[config.mk]
export PLATFORM = sky130hd
export DESIGN_NAME = accum_bank_flat
export DESIGN_NICKNAME = d
export VERILOG_FILES = /design/src/rtl/accum_pkg.sv /design/src/rtl/accum_if.sv /design/src/rtl/accum_alu.sv /design/src/rtl/accum_bank.sv /design/src/flat_wrapper.sv
export SDC_FILE = /design/constraint.sdc
export NUM_CORES = 1
export LEC_CHECK = 0
export ABC_AREA = 1
export CORE_MARGIN = 2
export CORE_UTILIZATION = 64
export DETAILED_ROUTE_END_ITERATION = 16
export PLACE_DENSITY = 0.83
export SYNTH_ARGS = -nofsm -noshare
export SYNTH_HDL_FRONTEND = slang
export SYNTH_HIERARCHICAL = 1
export SYNTH_SLANG_ARGS = --single-unit
[constraint.sdc]
create_clock -name i_clk -period 7.2 [get_ports i_clk]
set_input_delay 1.08 -clock i_clk [delete_from_list [all_inputs] [get_ports i_clk]]
set_output_delay 1.08 -clock i_clk [all_outputs]
set_load 0.03 [all_outputs]
[src/rtl/accum_pkg.sv]
// accum_pkg: opcode and sequencer state types shared by the accumulator bank
package accum_pkg;
  typedef enum logic [2:0] {
    OP_LOAD = 3'd0,
    OP_ADD  = 3'd1,
    OP_SUB  = 3'd2,
    OP_AND  = 3'd3,
    OP_OR   = 3'd4,
    OP_XOR  = 3'd5,
    OP_SHL  = 3'd6,
    OP_SHR  = 3'd7
  } op_t;
  typedef enum logic {IDLE, SHIFT} state_t;
endpackage

[src/rtl/accum_if.sv]
// accum_if: request/response bus between a requester and the accumulator bank
interface accum_if import accum_pkg::*; #(parameter int BITS = 8, parameter int NACC = 4);
  localparam int SELW = $clog2(NACC);
  localparam int SHW = $clog2(BITS) + 1;
  logic i_valid;
  logic o_ready;
  op_t i_op;
  logic [SELW-1:0] i_sel;
  logic [BITS-1:0] i_data;
  logic [SHW-1:0] i_shamt;
  logic [BITS-1:0] o_data;
  logic o_zero;
  logic o_neg;
  logic o_carry;
  logic o_done;
  modport master (output i_valid, i_op, i_sel, i_data, i_shamt,
                  input o_ready, o_data, o_zero, o_neg, o_carry, o_done);
  modport slave (input i_valid, i_op, i_sel, i_data, i_shamt,
                 output o_ready, o_data, o_zero, o_neg, o_carry, o_done);
endinterface

[src/rtl/accum_alu.sv]
// accum_alu: single-cycle result and carry for every opcode; shifts pass the operand through
module accum_alu import accum_pkg::*; #(parameter int BITS = 8) (
  input  op_t             op,
  input  logic [BITS-1:0] a,
  input  logic [BITS-1:0] b,
  output logic [BITS-1:0] res,
  output logic            carry
);
  logic [BITS:0] sum, dif;
  assign sum = {1'b0, a} + {1'b0, b};
  // the extra top bit of the difference is the unsigned borrow
  assign dif = {1'b0, a} - {1'b0, b};
  assign res = op == OP_LOAD ? b :
               op == OP_ADD  ? sum[BITS-1:0] :
               op == OP_SUB  ? dif[BITS-1:0] :
               op == OP_AND  ? a & b :
               op == OP_OR   ? a | b :
               op == OP_XOR  ? a ^ b : a;
  assign carry = op == OP_ADD ? sum[BITS] : op == OP_SUB ? dif[BITS] : 1'b0;
endmodule

[src/rtl/accum_bank.sv]
// accum_bank: bank of accumulators with single-cycle ALU ops and multi-cycle 1-bit-per-cycle shifts
module accum_bank import accum_pkg::*; #(parameter int BITS = 8, parameter int NACC = 4) (
  input logic i_clk,
  input logic i_rst_n,
  accum_if.slave bus
);
  localparam int SELW = $clog2(NACC);
  localparam int SHW = $clog2(BITS) + 1;
  logic [BITS-1:0] acc [NACC];
  state_t state;
  logic [SELW-1:0] tgt;
  logic [SHW-1:0] cnt;
  logic shl, carry, done;
  logic [BITS-1:0] rd, alu_res;
  logic alu_c, is_shift;
  assign rd = acc[bus.i_sel];
  assign is_shift = (bus.i_op == OP_SHL || bus.i_op == OP_SHR) && bus.i_shamt != '0;
  accum_alu #(.BITS(BITS)) alu (.op(bus.i_op), .a(rd), .b(bus.i_data), .res(alu_res), .carry(alu_c));
  always_ff @(posedge i_clk) begin
    if (!i_rst_n) begin
      for (int i = 0; i < NACC; i++) acc[i] <= '0;
      state <= IDLE;
      tgt <= '0;
      cnt <= '0;
      shl <= 1'b0;
      carry <= 1'b0;
      done <= 1'b0;
    end else begin
      done <= 1'b0;
      if (state == IDLE && bus.i_valid) begin
        if (is_shift) begin
          state <= SHIFT;
          tgt <= bus.i_sel;
          cnt <= bus.i_shamt > SHW'(BITS) ? SHW'(BITS) : bus.i_shamt;
          shl <= bus.i_op == OP_SHL;
        end else begin
          acc[bus.i_sel] <= alu_res;
          carry <= alu_c;
          done <= 1'b1;
        end
      end else if (state == SHIFT) begin
        acc[tgt] <= shl ? {acc[tgt][BITS-2:0], 1'b0} : {1'b0, acc[tgt][BITS-1:1]};
        carry <= shl ? acc[tgt][BITS-1] : acc[tgt][0];
        cnt <= cnt - SHW'(1);
        if (cnt == SHW'(1)) begin
          state <= IDLE;
          done <= 1'b1;
        end
      end
    end
  end
  assign bus.o_ready = state == IDLE;
  assign bus.o_data = rd;
  assign bus.o_zero = rd == '0;
  assign bus.o_neg = rd[BITS-1];
  assign bus.o_carry = carry;
  assign bus.o_done = done;
endmodule

[src/flat_wrapper.sv]
// flat-port wrapper written by rule: the top's interface ports become plain ports
module accum_bank_flat import accum_pkg::*;
#(parameter int BITS = 8, parameter int NACC = 4)
  (i_clk, i_rst_n, bus_i_valid, bus_i_op, bus_i_sel, bus_i_data, bus_i_shamt, bus_o_ready, bus_o_data, bus_o_zero, bus_o_neg, bus_o_carry, bus_o_done);
  accum_if #(.BITS(BITS), .NACC(NACC)) bus_i ();
  input logic i_clk;
  input logic i_rst_n;
  input wire logic [$bits(bus_i.i_valid)-1:0] bus_i_valid;
  input wire logic [$bits(bus_i.i_op)-1:0] bus_i_op;
  input wire logic [$bits(bus_i.i_sel)-1:0] bus_i_sel;
  input wire logic [$bits(bus_i.i_data)-1:0] bus_i_data;
  input wire logic [$bits(bus_i.i_shamt)-1:0] bus_i_shamt;
  output wire logic [$bits(bus_i.o_ready)-1:0] bus_o_ready;
  output wire logic [$bits(bus_i.o_data)-1:0] bus_o_data;
  output wire logic [$bits(bus_i.o_zero)-1:0] bus_o_zero;
  output wire logic [$bits(bus_i.o_neg)-1:0] bus_o_neg;
  output wire logic [$bits(bus_i.o_carry)-1:0] bus_o_carry;
  output wire logic [$bits(bus_i.o_done)-1:0] bus_o_done;
  assign bus_i.i_valid = bus_i_valid;
  assign bus_i.i_op = bus_i_op;
  assign bus_i.i_sel = bus_i_sel;
  assign bus_i.i_data = bus_i_data;
  assign bus_i.i_shamt = bus_i_shamt;
  assign bus_o_ready = bus_i.o_ready;
  assign bus_o_data = bus_i.o_data;
  assign bus_o_zero = bus_i.o_zero;
  assign bus_o_neg = bus_i.o_neg;
  assign bus_o_carry = bus_i.o_carry;
  assign bus_o_done = bus_i.o_done;
  accum_bank #(.BITS(BITS), .NACC(NACC)) u_core (.i_clk(i_clk), .i_rst_n(i_rst_n), .bus(bus_i));
endmodule
==> Implementation_results.wiki, run 1 <==
{| class="wikitable"
! Metric !! Value
|-
| Row count || 28
|-
| Start of the worst register-to-register path || u_core/acc[3][0]
|-
| HPWL after DPL || 8.30 mm
|-
| Timing startpoint of the critical path || bus_i_sel[0]
|-
| CTS tree || built
|-
| Antenna violations before repair || 0
|-
| Min-delay worst type || reg2reg
|-
| Number of warnings issued by yosys || 6
|-
| Final layout net count || 655
|-
| Post-cts resize count || 0
|-
| Data arrival at the endpoint of the critical path || 3.72 ns
|-
| Worst clock skew || 0.00640 ns
|-
| Number of fill cells in the layout || approximately 530
|-
| Ratio of final minimum period to clock period || 66.7%
|-
| Routed wire length || ~11 mm
|-
| Maximum net fanout on the critical path || 18
|-
| Critical path class || in2out
|-
| Vias in the first global route || 3750
|-
| Clock period minus worst slack || 4.80 ns
|-
| Synth Net Count || 634
|-
| Number of enable-type register cells in the synthesized netlist || 32
|-
| Leakage power || around 2.0 nW
|-
| Post-CTS Repair Setup Buffers || 0
|-
| Ant diodes || 0
|-
| Placement-stage cell area || 4270 um2
|-
| Clock net sink count || 44
|-
| Max-Cap Viols || 0
|-
| Number of buffers created by CTS || 5
|-
| Std-Cell Core Area || 5960 um2
|-
| Layout cell share with drive strength beyond 1 || ~7.7%
|-
| Slew margin rel. || 32.1%
|-
| DRC viols || 0
|-
| Max frequency || ~210 MHz
|-
| Number of instances on the worst hold path || 2
|-
| Wire length of the first global-routing pass || 17.8 mm
|-
| Slew at the pin closest to its max-slew limit || 1.02 ns
|-
| Boundary Pins || 33
|-
| Total global-route track usage || 34.7%
|-
| Maximum root-to-sink buffer count || 2
|-
| Chip Width || 82.7 um
|-
| Startpoint class of the critical path || primary input
|-
| Final hold violation count || 0
|-
| Power density over the cells || 175 nW/um2
|-
| Number of max-slew violations in the final report || 0
|-
| Async set-reset flop share out of synthesis || 0%
|-
| Drt pass-1 iters || 6
|-
| Dominant synthesized flop cell || sky130_fd_sc_hd__edfxtp_1
|-
| Startpoint of the tightest hold check path || u_core/tgt[0]
|-
| Detail-routed via count per cell || 6.07
|-
| Critical Path Sink Type || primary output
|-
| Peak ir drop on the vdd network || between 0.1 and 0.15 mV
|-
| Post-synthesis average cell area || 6.78 um2
|-
| Number of cells traversed by the worst register-to-register path || 19
|-
| Final setup viols || 0
|-
| Number of violations reported at the end of detailed-routing iteration 0 || 422
|-
| Synthesis-to-layout area growth || 10.5%
|-
| Final total negative setup slack || 0 ns
|-
| Number of storage elements in the synthesis netlist || 44
|-
| Via Count || 4143
|-
| Area of all placed cells without fillers || 4380 um2
|-
| Final weighted congestion in routability-driven placement || 1.02
|-
| Seq/Total Area, Yosys || 30.3%
|-
| Critical path required time || a little over 6 ns
|-
| Number of buffers inserted for hold repair after clock tree synthesis || 0
|-
| Clock transition time at the flip-flop clock pins of the worst setup and hold paths || 0.09 ns
|-
| Area of the mapped netlist || 3970 um2
|-
| Largest net degree at the start of global routing || 27
|-
| Worst skew pair latency || 0.30 ns
|-
| Die height || around 83 um
|-
| Result of the run || finished, final reports clean
|-
| Average wire per standard cell || ~17 um
|-
| Total grt overflow || 0
|-
| Cell count after synthesis || between 500 and 600
|-
| Starting Density || 66.6%
|-
| Count of distinct cell types in the synthesized netlist || 37
|-
| Buffer cell driving the clock tree root || sky130_fd_sc_hd__clkbuf_8
|-
| Number of nets still failing antenna checks after routing || 0
|-
| RSZ-0062 raised after global routing || false
|-
| Overall die area || 6840 um2
|-
| Number of H-tree branching levels || 2
|-
| Count of buffers from port buffering || 32
|}
[worst paths after layout]
path / endpoint / slack, ns
max: bus_o_zero / 2.40
min: u_core/tgt[0] / 0.49
max reg2reg: u_core/acc[1][6] / 4.16
min reg2reg: u_core/tgt[0] / 0.49
[critical path, stage by stage]
cell and delay, ns:
sky130_fd_sc_hd__clkdlybuf4s50_1 0.94, sky130_fd_sc_hd__inv_2 0.34, sky130_fd_sc_hd__nand2_1 0.15, sky130_fd_sc_hd__nand3_1 0.08
sky130_fd_sc_hd__nand2_1 0.15, sky130_fd_sc_hd__nand4_1 0.12, sky130_fd_sc_hd__nor2_1 0.16, sky130_fd_sc_hd__clkdlybuf4s50_1 0.69
[layer usage]
layer	global-route usage, %	vias up	wire (um)
li1	-	1937	-
met1	46.3	1929	4650
met2	57.1	240	5380
met3	5.98	37	1030
met4	12.0	0	281
met5	0	-	0
[Yosys cell counts, types with 2 or more instances]
| cell type | number | area share, % |
|---|---|---|
| sky130_fd_sc_hd__inv_1 | 71 | 6.7 |
| sky130_fd_sc_hd__o21ai_2 | 3 | 0.66 |
| sky130_fd_sc_hd__nand4_1 | 9 | 1.4 |
| sky130_fd_sc_hd__inv_4 | 3 | 0.47 |
| sky130_fd_sc_hd__o21ai_0 | 39 | 4.9 |
| sky130_fd_sc_hd__edfxtp_1 | 32 | 24 |
| sky130_fd_sc_hd__dfxtp_1 | 12 | 6.1 |
| sky130_fd_sc_hd__nand2_4 | 7 | 2.0 |
| sky130_fd_sc_hd__o211ai_1 | 7 | 1.3 |
| sky130_fd_sc_hd__nor2_2 | 7 | 1.1 |
| sky130_fd_sc_hd__o21ai_1 | 7 | 0.88 |
| sky130_fd_sc_hd__nand2_2 | 3 | 0.47 |
| sky130_fd_sc_hd__nand2_1 | 154 | 15 |
| sky130_fd_sc_hd__nand3_1 | 67 | 8.5 |
| sky130_fd_sc_hd__buf_2 | 10 | 1.3 |
| sky130_fd_sc_hd__nor3_1 | 2 | 0.25 |
| sky130_fd_sc_hd__nor2_1 | 66 | 6.2 |
| sky130_fd_sc_hd__ha_1 | 27 | 8.5 |
| sky130_fd_sc_hd__fa_1 | 2 | 1.0 |
| sky130_fd_sc_hd__nor2_4 | 2 | 0.57 |
| sky130_fd_sc_hd__a21oi_1 | 23 | 2.9 |
| sky130_fd_sc_hd__buf_6 | 2 | 0.57 |
| sky130_fd_sc_hd__xor2_1 | 3 | 0.66 |
| sky130_fd_sc_hd__inv_2 | 9 | 0.85 |
| sky130_fd_sc_hd__buf_4 | 5 | 0.95 |
| sky130_fd_sc_hd__nand3_2 | 2 | 0.50 |
[kinds of logic after synthesis]
| logic type | synth area share [%] |
|---|---|
| and+or+nand+nor | 36.9 |
| buffers and inverters | 11.0 |
| DFF | 30.3 |
| xor gates and xnor gates | 0.883 |
| adders and majority gates | 9.53 |
| AOI/OAI and AO/OA | 11.4 |
[cells in the final DEF (no fill, tap or decap)]
| master | netlist | final |
|---|---|---|
| sky130_fd_sc_hd__nand3b_1 | 1 | 1 |
| sky130_fd_sc_hd__inv_4 | 3 | 3 |
| sky130_fd_sc_hd__clkdlybuf4s50_1 | 0 | 32 |
| sky130_fd_sc_hd__nor2_1 | 66 | 66 |
| sky130_fd_sc_hd__clkinv_1 | 1 | 1 |
| sky130_fd_sc_hd__inv_1 | 71 | 71 |
| sky130_fd_sc_hd__nand2_2 | 3 | 3 |
| sky130_fd_sc_hd__dfxtp_1 | 12 | 12 |
| sky130_fd_sc_hd__clkinvlp_4 | 0 | 1 |
| sky130_fd_sc_hd__nor2_4 | 2 | 2 |
| sky130_fd_sc_hd__clkbuf_8 | 0 | 5 |
| sky130_fd_sc_hd__nor3_4 | 1 | 1 |
| sky130_fd_sc_hd__a21oi_1 | 23 | 23 |
| sky130_fd_sc_hd__inv_6 | 0 | 1 |
| sky130_fd_sc_hd__xor2_1 | 3 | 3 |
| sky130_fd_sc_hd__inv_2 | 9 | 9 |
| sky130_fd_sc_hd__o21ai_0 | 39 | 39 |
| sky130_fd_sc_hd__nand4_1 | 9 | 9 |
| sky130_fd_sc_hd__bufinv_16 | 0 | 1 |
| sky130_fd_sc_hd__xnor2_1 | 1 | 1 |
| sky130_fd_sc_hd__fa_1 | 2 | 2 |
| sky130_fd_sc_hd__or2_2 | 1 | 1 |
| sky130_fd_sc_hd__nor2_2 | 7 | 7 |
| sky130_fd_sc_hd__nand2_1 | 154 | 154 |
| sky130_fd_sc_hd__o21bai_1 | 1 | 1 |
| sky130_fd_sc_hd__nand3_1 | 67 | 67 |
| sky130_fd_sc_hd__nand4_4 | 1 | 1 |
| sky130_fd_sc_hd__edfxtp_1 | 32 | 32 |
| sky130_fd_sc_hd__o31ai_1 | 1 | 1 |
| sky130_fd_sc_hd__a22oi_1 | 1 | 1 |
| sky130_fd_sc_hd__nand3_2 | 2 | 2 |
| sky130_fd_sc_hd__nand2_4 | 7 | 7 |
| sky130_fd_sc_hd__o211ai_1 | 7 | 7 |
| sky130_fd_sc_hd__o21ai_1 | 7 | 7 |
| sky130_fd_sc_hd__nor3_1 | 2 | 2 |
| sky130_fd_sc_hd__o22ai_1 | 1 | 1 |
| sky130_fd_sc_hd__ha_1 | 27 | 27 |
| sky130_fd_sc_hd__o21ai_2 | 3 | 3 |
[power by group]
part,total (W),switching [W],internal (W)
Sequential,0.000307,0.0000139,0.000293
Clock,0.000197,0.0000921,0.000105
Combinational,0.000266,0.000177,0.0000891
Total,0.000769,0.000282,0.000486
[cell type report]
| type | count | area (um2) | area share (%) |
|---|---|---|---|
| Tap cell | 75 | 93.8 | 2.14 |
| Inverter | 84 | 323 | 7.37 |
| Clock inverter | 3 | 46.3 | 1.06 |
| Timing Repair Buffer | 32 | 320 | 7.31 |
| Clock buffer | 5 | 68.8 | 1.57 |
| Multi-Input combinational cell | 439 | 2330 | 53.1 |
| Sequential cell | 44 | 1200 | 27.4 |
[stage by stage]
step / hold slack [ns] / setup WS, ns / total power, W / instances / util (%)
3_5_place_dp: 0.475 / 2.27 / 0.000568 / 674 / 71.6
2_1_floorplan: 0.441 / 3.30 / 0.000494 / 585 / -
6_report: 0.490 / 2.40 / 0.000769 / 682 / 73.6
5_1_grt: 0.517 / 2.09 / 0.000809 / 682 / 73.6
4_1_cts: 0.486 / 2.48 / 0.000763 / 682 / 73.6
3_3_place_gp: 0.468 / 2.41 / 0.000562 / 674 / 71.6
[flip-flops by register name (all words and copies together), names as in the netlist, named ones only]
name and flops:
u_core/acc 32, u_core/bus.o_carry 1, u_core/bus.o_done 1, u_core/cnt 4, u_core/shl 1, u_core/state 1, u_core/tgt 2
Power figures use the tool's default switching activity.
==> run 2: changes to the inputs <==
--- a/config.mk
+++ b/config.mk
@@ -7,9 +7,9 @@
 export LEC_CHECK = 0
 export ABC_AREA = 1
 export CORE_MARGIN = 2
-export CORE_UTILIZATION = 64
+export CORE_UTILIZATION = 54
 export DETAILED_ROUTE_END_ITERATION = 16
-export PLACE_DENSITY = 0.83
+export PLACE_DENSITY = 0.74
 export SYNTH_ARGS = -nofsm -noshare
 export SYNTH_HDL_FRONTEND = slang
 export SYNTH_HIERARCHICAL = 1
==> constraint.sdc (replaced) <==
create_clock -name i_clk -period 4 [get_ports i_clk]
set_input_delay 0.6 -clock i_clk [delete_from_list [all_inputs] [get_ports i_clk]]
set_output_delay 0.6 -clock i_clk [all_outputs]
set_load 0.03 [all_outputs]
==> Implementation_results.wiki, run 2 (synthesis gave the netlist of run 1 again) <==
{| class="wikitable"
! Metric !! Value
|-
| Wire length of the first global-routing pass || 18.1 mm (was 17.8 mm)
|-
| Number of cells traversed by the worst register-to-register path || 22 (was 19)
|-
| Std-Cell Core Area || 7180 um2 (was 5960 um2)
|-
| Final Util || 62.0% (was 73.6%)
|-
| Final worst hold slack || 0.488 ns (was 0.490 ns)
|-
| Final layout net count || 660 (was 655)
|-
| Peak ir drop on the vdd network || 0.213 mV (was 0.146 mV)
|-
| Number of H-tree branching levels || 2 (unchanged)
|-
| DRC viols || 0 (unchanged)
|-
| Most used cells in the layout excluding fill and tap cells || 154 x sky130_fd_sc_hd__nand2_1, 71 x sky130_fd_sc_hd__inv_1, 67 x sky130_fd_sc_hd__nand3_1, 66 x sky130_fd_sc_hd__nor2_1, 39 x sky130_fd_sc_hd__o21ai_0 (unchanged)
|-
| Clock net sink count || 44 (unchanged)
|-
| Slew at the pin closest to its max-slew limit || 0.869 ns (was 1.02 ns)
|-
| Number of violations reported at the end of detailed-routing iteration 0 || 481 (was 422)
|-
| Worst path max stage delay || 0.50 ns (was 0.94 ns)
|-
| Buffer cell driving the clock tree root || sky130_fd_sc_hd__clkbuf_8 (unchanged)
|-
| Final hold violation count || 0 (unchanged)
|-
| Critical Path Sink Type || register (was primary output)
|-
| Die height || 89.7 um (was 82.7 um)
|-
| Chip Width || 89.7 um (was 82.7 um)
|-
| Post-cts resize count || 0 (unchanged)
|-
| Number of fill cells in the layout || 693 (was 533)
|-
| Boundary Pins || 33 (unchanged)
|-
| Data arrival at the endpoint of the critical path || 3.81 ns (was 3.72 ns)
|-
| Clock transition time at the flip-flop clock pins of the worst setup and hold paths || 0.09 ns (about the same)
|-
| Overall die area || 8050 um2 (was 6840 um2)
|-
| Critical path depth in cells || 24 (was 8)
|-
| Ant diodes || 0 (unchanged)
|-
| Number of flip-flops under the largest register name || 32 (unchanged)
|-
| Number of buffers inserted for hold repair after clock tree synthesis || 0 (unchanged)
|-
| Critical path's most frequent cell || sky130_fd_sc_hd__nand2_1
|-
| Total grt overflow || 0 (unchanged)
|-
| Number of max-slew violations in the final report || 0 (unchanged)
|-
| Most frequent standard cell in the layout excluding fill and tap cells || sky130_fd_sc_hd__nand2_1 (unchanged)
|-
| Critical path required time || 4.16 ns (was 6.12 ns)
|-
| Final total negative setup slack || 0 ns (unchanged)
|-
| Maximum net fanout on the critical path || 17 (was 18)
|-
| Power density over the cells || 309 nW/um2 (was 175 nW/um2)
|-
| Max-Cap Viols || 0 (unchanged)
|-
| Final weighted congestion in routability-driven placement || 1.04 (was 1.02)
|-
| Critical path class || in2reg (was in2out)
|-
| Synthesis-to-layout area growth || 12.1% (was 10.5%)
|-
| Number of nets still failing antenna checks after routing || 0 (unchanged)
|-
| Leakage power || 2.06 nW (was 2.03 nW)
|-
| Registers with the most flip-flops || u_core/acc (32), u_core/cnt (4), u_core/tgt (2) (unchanged)
|-
| Largest net degree at the start of global routing || 21 (was 27)
|-
| Startpoint class of the critical path || primary input (unchanged)
|-
| Via Count || 3995 (was 4143)
|-
| Slew margin rel. || 41.9% (was 32.1%)
|-
| Number of instances on the worst hold path || 2 (unchanged)
|-
| Routed wire length || 11.1 mm (was 11.3 mm)
|-
| Worst skew pair latency || 0.30 ns (about the same)
|-
| Vias in the first global route || 3808 (was 3750)
|-
| Number of buffers created by CTS || 5 (unchanged)
|-
| Count of buffers from port buffering || 32 (unchanged)
|-
| Cell chain of the critical path || clkdlybuf4s50_1 -> buf_4 -> nand2_1 -> nand3_1 -> nand2_1 -> inv_1 -> inv_1 -> ha_1 -> inv_1 -> nand2_1 -> nand2_1 -> a21oi_1 -> nand2_1 -> nand2_1 -> nand3_1 -> nand2_1 -> nand2_1 -> nand2_1 -> nand2_1 -> nand2_1 -> nand4_1 -> o21ai_2 -> inv_1 -> nor2_1 (was clkdlybuf4s50_1 -> inv_2 -> nand2_1 -> nand3_1 -> nand2_1 -> nand4_1 -> nor2_1 -> clkdlybuf4s50_1)
|-
| Layout cell share with drive strength beyond 1 || 8.33% (was 7.74%)
|-
| Placement-stage cell area || 4330 um2 (was 4270 um2)
|-
| Cell type group with the largest total delay on the critical path || simple AND/OR/NAND/NOR gates (was buffers and inverters)
|-
| Area of all placed cells without fillers || 4450 um2 (was 4380 um2)
|-
| CTS tree || built (unchanged)
|-
| Total power after layout || 0.00137 W (was 0.000769 W)
|-
| Starting Density || 55.3% (was 66.6%)
|-
| Average wire per standard cell || 15.7 um (was 16.6 um)
|-
| Clock period minus worst slack || 3.65 ns
|-
| HPWL after DPL || 8.19 mm (was 8.30 mm)
|-
| Row count || 31 (was 28)
|-
| Min-delay worst type || reg2reg (unchanged)
|-
| Worst clock skew || 0.00851 ns (was 0.00640 ns)
|-
| Post-CTS Repair Setup Buffers || 0 (unchanged)
|-
| Final setup viols || 0 (unchanged)
|-
| Detail-routed via count per cell || 5.62 (was 6.07)
|-
| Result of the run || finished, final reports clean (unchanged)
|-
| Drt pass-1 iters || 5 (was 6)
|-
| Antenna violations before repair || 0 (unchanged)
|-
| Total buffers and inverters traversed by the critical path || 6 (was 3)
|-
| RSZ-0062 raised after global routing || false (unchanged)
|-
| Max frequency || 274 MHz
|-
| Maximum root-to-sink buffer count || 2 (unchanged)
|-
| Total global-route track usage || 27.7% (was 34.7%)
|-
| Ratio of final minimum period to clock period || between 90% and 100%
|-
| Worst-path cell with the longest stage delay || sky130_fd_sc_hd__clkdlybuf4s50_1 (unchanged)
|-
| Most flop-heavy register || u_core/acc (unchanged)
|}
run 2: changes by cell type in the layout (fill, tap and decap cells not counted):
| cell | before | now |
|---|---|---|
| sky130_fd_sc_hd__buf_4 | 0 | 5 |
| sky130_fd_sc_hd__clkinvlp_4 | 1 | 0 |
| sky130_fd_sc_hd__inv_6 | 1 | 0 |
| sky130_fd_sc_hd__clkinv_4 | 0 | 1 |
| sky130_fd_sc_hd__clkinv_1 | 1 | 2 |
run 2: worst paths after layout:
check	start	end	slack [ns]
worst min register to register	u_core/tgt[0]	u_core/tgt[0]	0.49
worst max register to register	u_core/acc[1][4]	u_core/acc[2][7]	1.03
worst min-delay path	u_core/tgt[0]	u_core/tgt[0]	0.49
worst max-delay path	bus_i_sel[0]	u_core/acc[2][7]	0.35
run 2: metal layers:
metal,up-vias,share of wire (%),wire (um),track usage [%]
li1,1948,-,-,-
met1,1852,43,4730,38.2
met2,166,48,5310,45.7
met3,29,8.1,897,4.61
met4,0,1.7,194,6.67
met5,-,0,0,0
run 2: through the flow:
| step | setup WS (ns) | std cells |
|---|---|---|
| detailed placement | 0.129 | 703 |
| finish | 0.350 | 711 |
| CTS | 0.441 | 711 |
| global placement | 0.130 | 703 |
| global route | 0.0946 | 711 |
| floorplan | 0.582 | 585 |
run 2: worst register-to-register path, stage by stage, from the launching register on:
cell	delay, ns
sky130_fd_sc_hd__edfxtp_1	0.38
sky130_fd_sc_hd__nand2_1	0.07
sky130_fd_sc_hd__nand3_1	0.10
sky130_fd_sc_hd__nand2_1	0.08
sky130_fd_sc_hd__inv_1	0.16
sky130_fd_sc_hd__inv_1	0.08
sky130_fd_sc_hd__ha_1	0.43
sky130_fd_sc_hd__inv_1	0.14
sky130_fd_sc_hd__nand2_1	0.10
sky130_fd_sc_hd__nand2_1	0.08
sky130_fd_sc_hd__a21oi_1	0.22
sky130_fd_sc_hd__nand2_1	0.09
sky130_fd_sc_hd__nand2_1	0.06
sky130_fd_sc_hd__nand3_1	0.06
sky130_fd_sc_hd__nand2_1	0.08
sky130_fd_sc_hd__nand2_1	0.05
sky130_fd_sc_hd__nand2_1	0.06
sky130_fd_sc_hd__nand2_1	0.06
sky130_fd_sc_hd__nand2_1	0.08
sky130_fd_sc_hd__nand4_1	0.16
sky130_fd_sc_hd__o21ai_2	0.12
sky130_fd_sc_hd__inv_1	0.08
sky130_fd_sc_hd__nor2_1	0.12
run 2: final cells by class:
cell class,count,area (um2),share of cell area [%]
clock buffers,5,68.8,1.55
clock inverters,3,42.5,0.957
inverters,84,323,7.26
multi-input cells,439,2330,52.4
flip-flops and latches,44,1200,27.0
well taps,99,124,2.79
repair buffers,37,358,8.05
run 2: power breakdown:
group,switching [W],internal (W)
registers,0.0000229,0.000526
clock network,0.000159,0.000185
logic,0.000315,0.000165
total,0.000497,0.000877
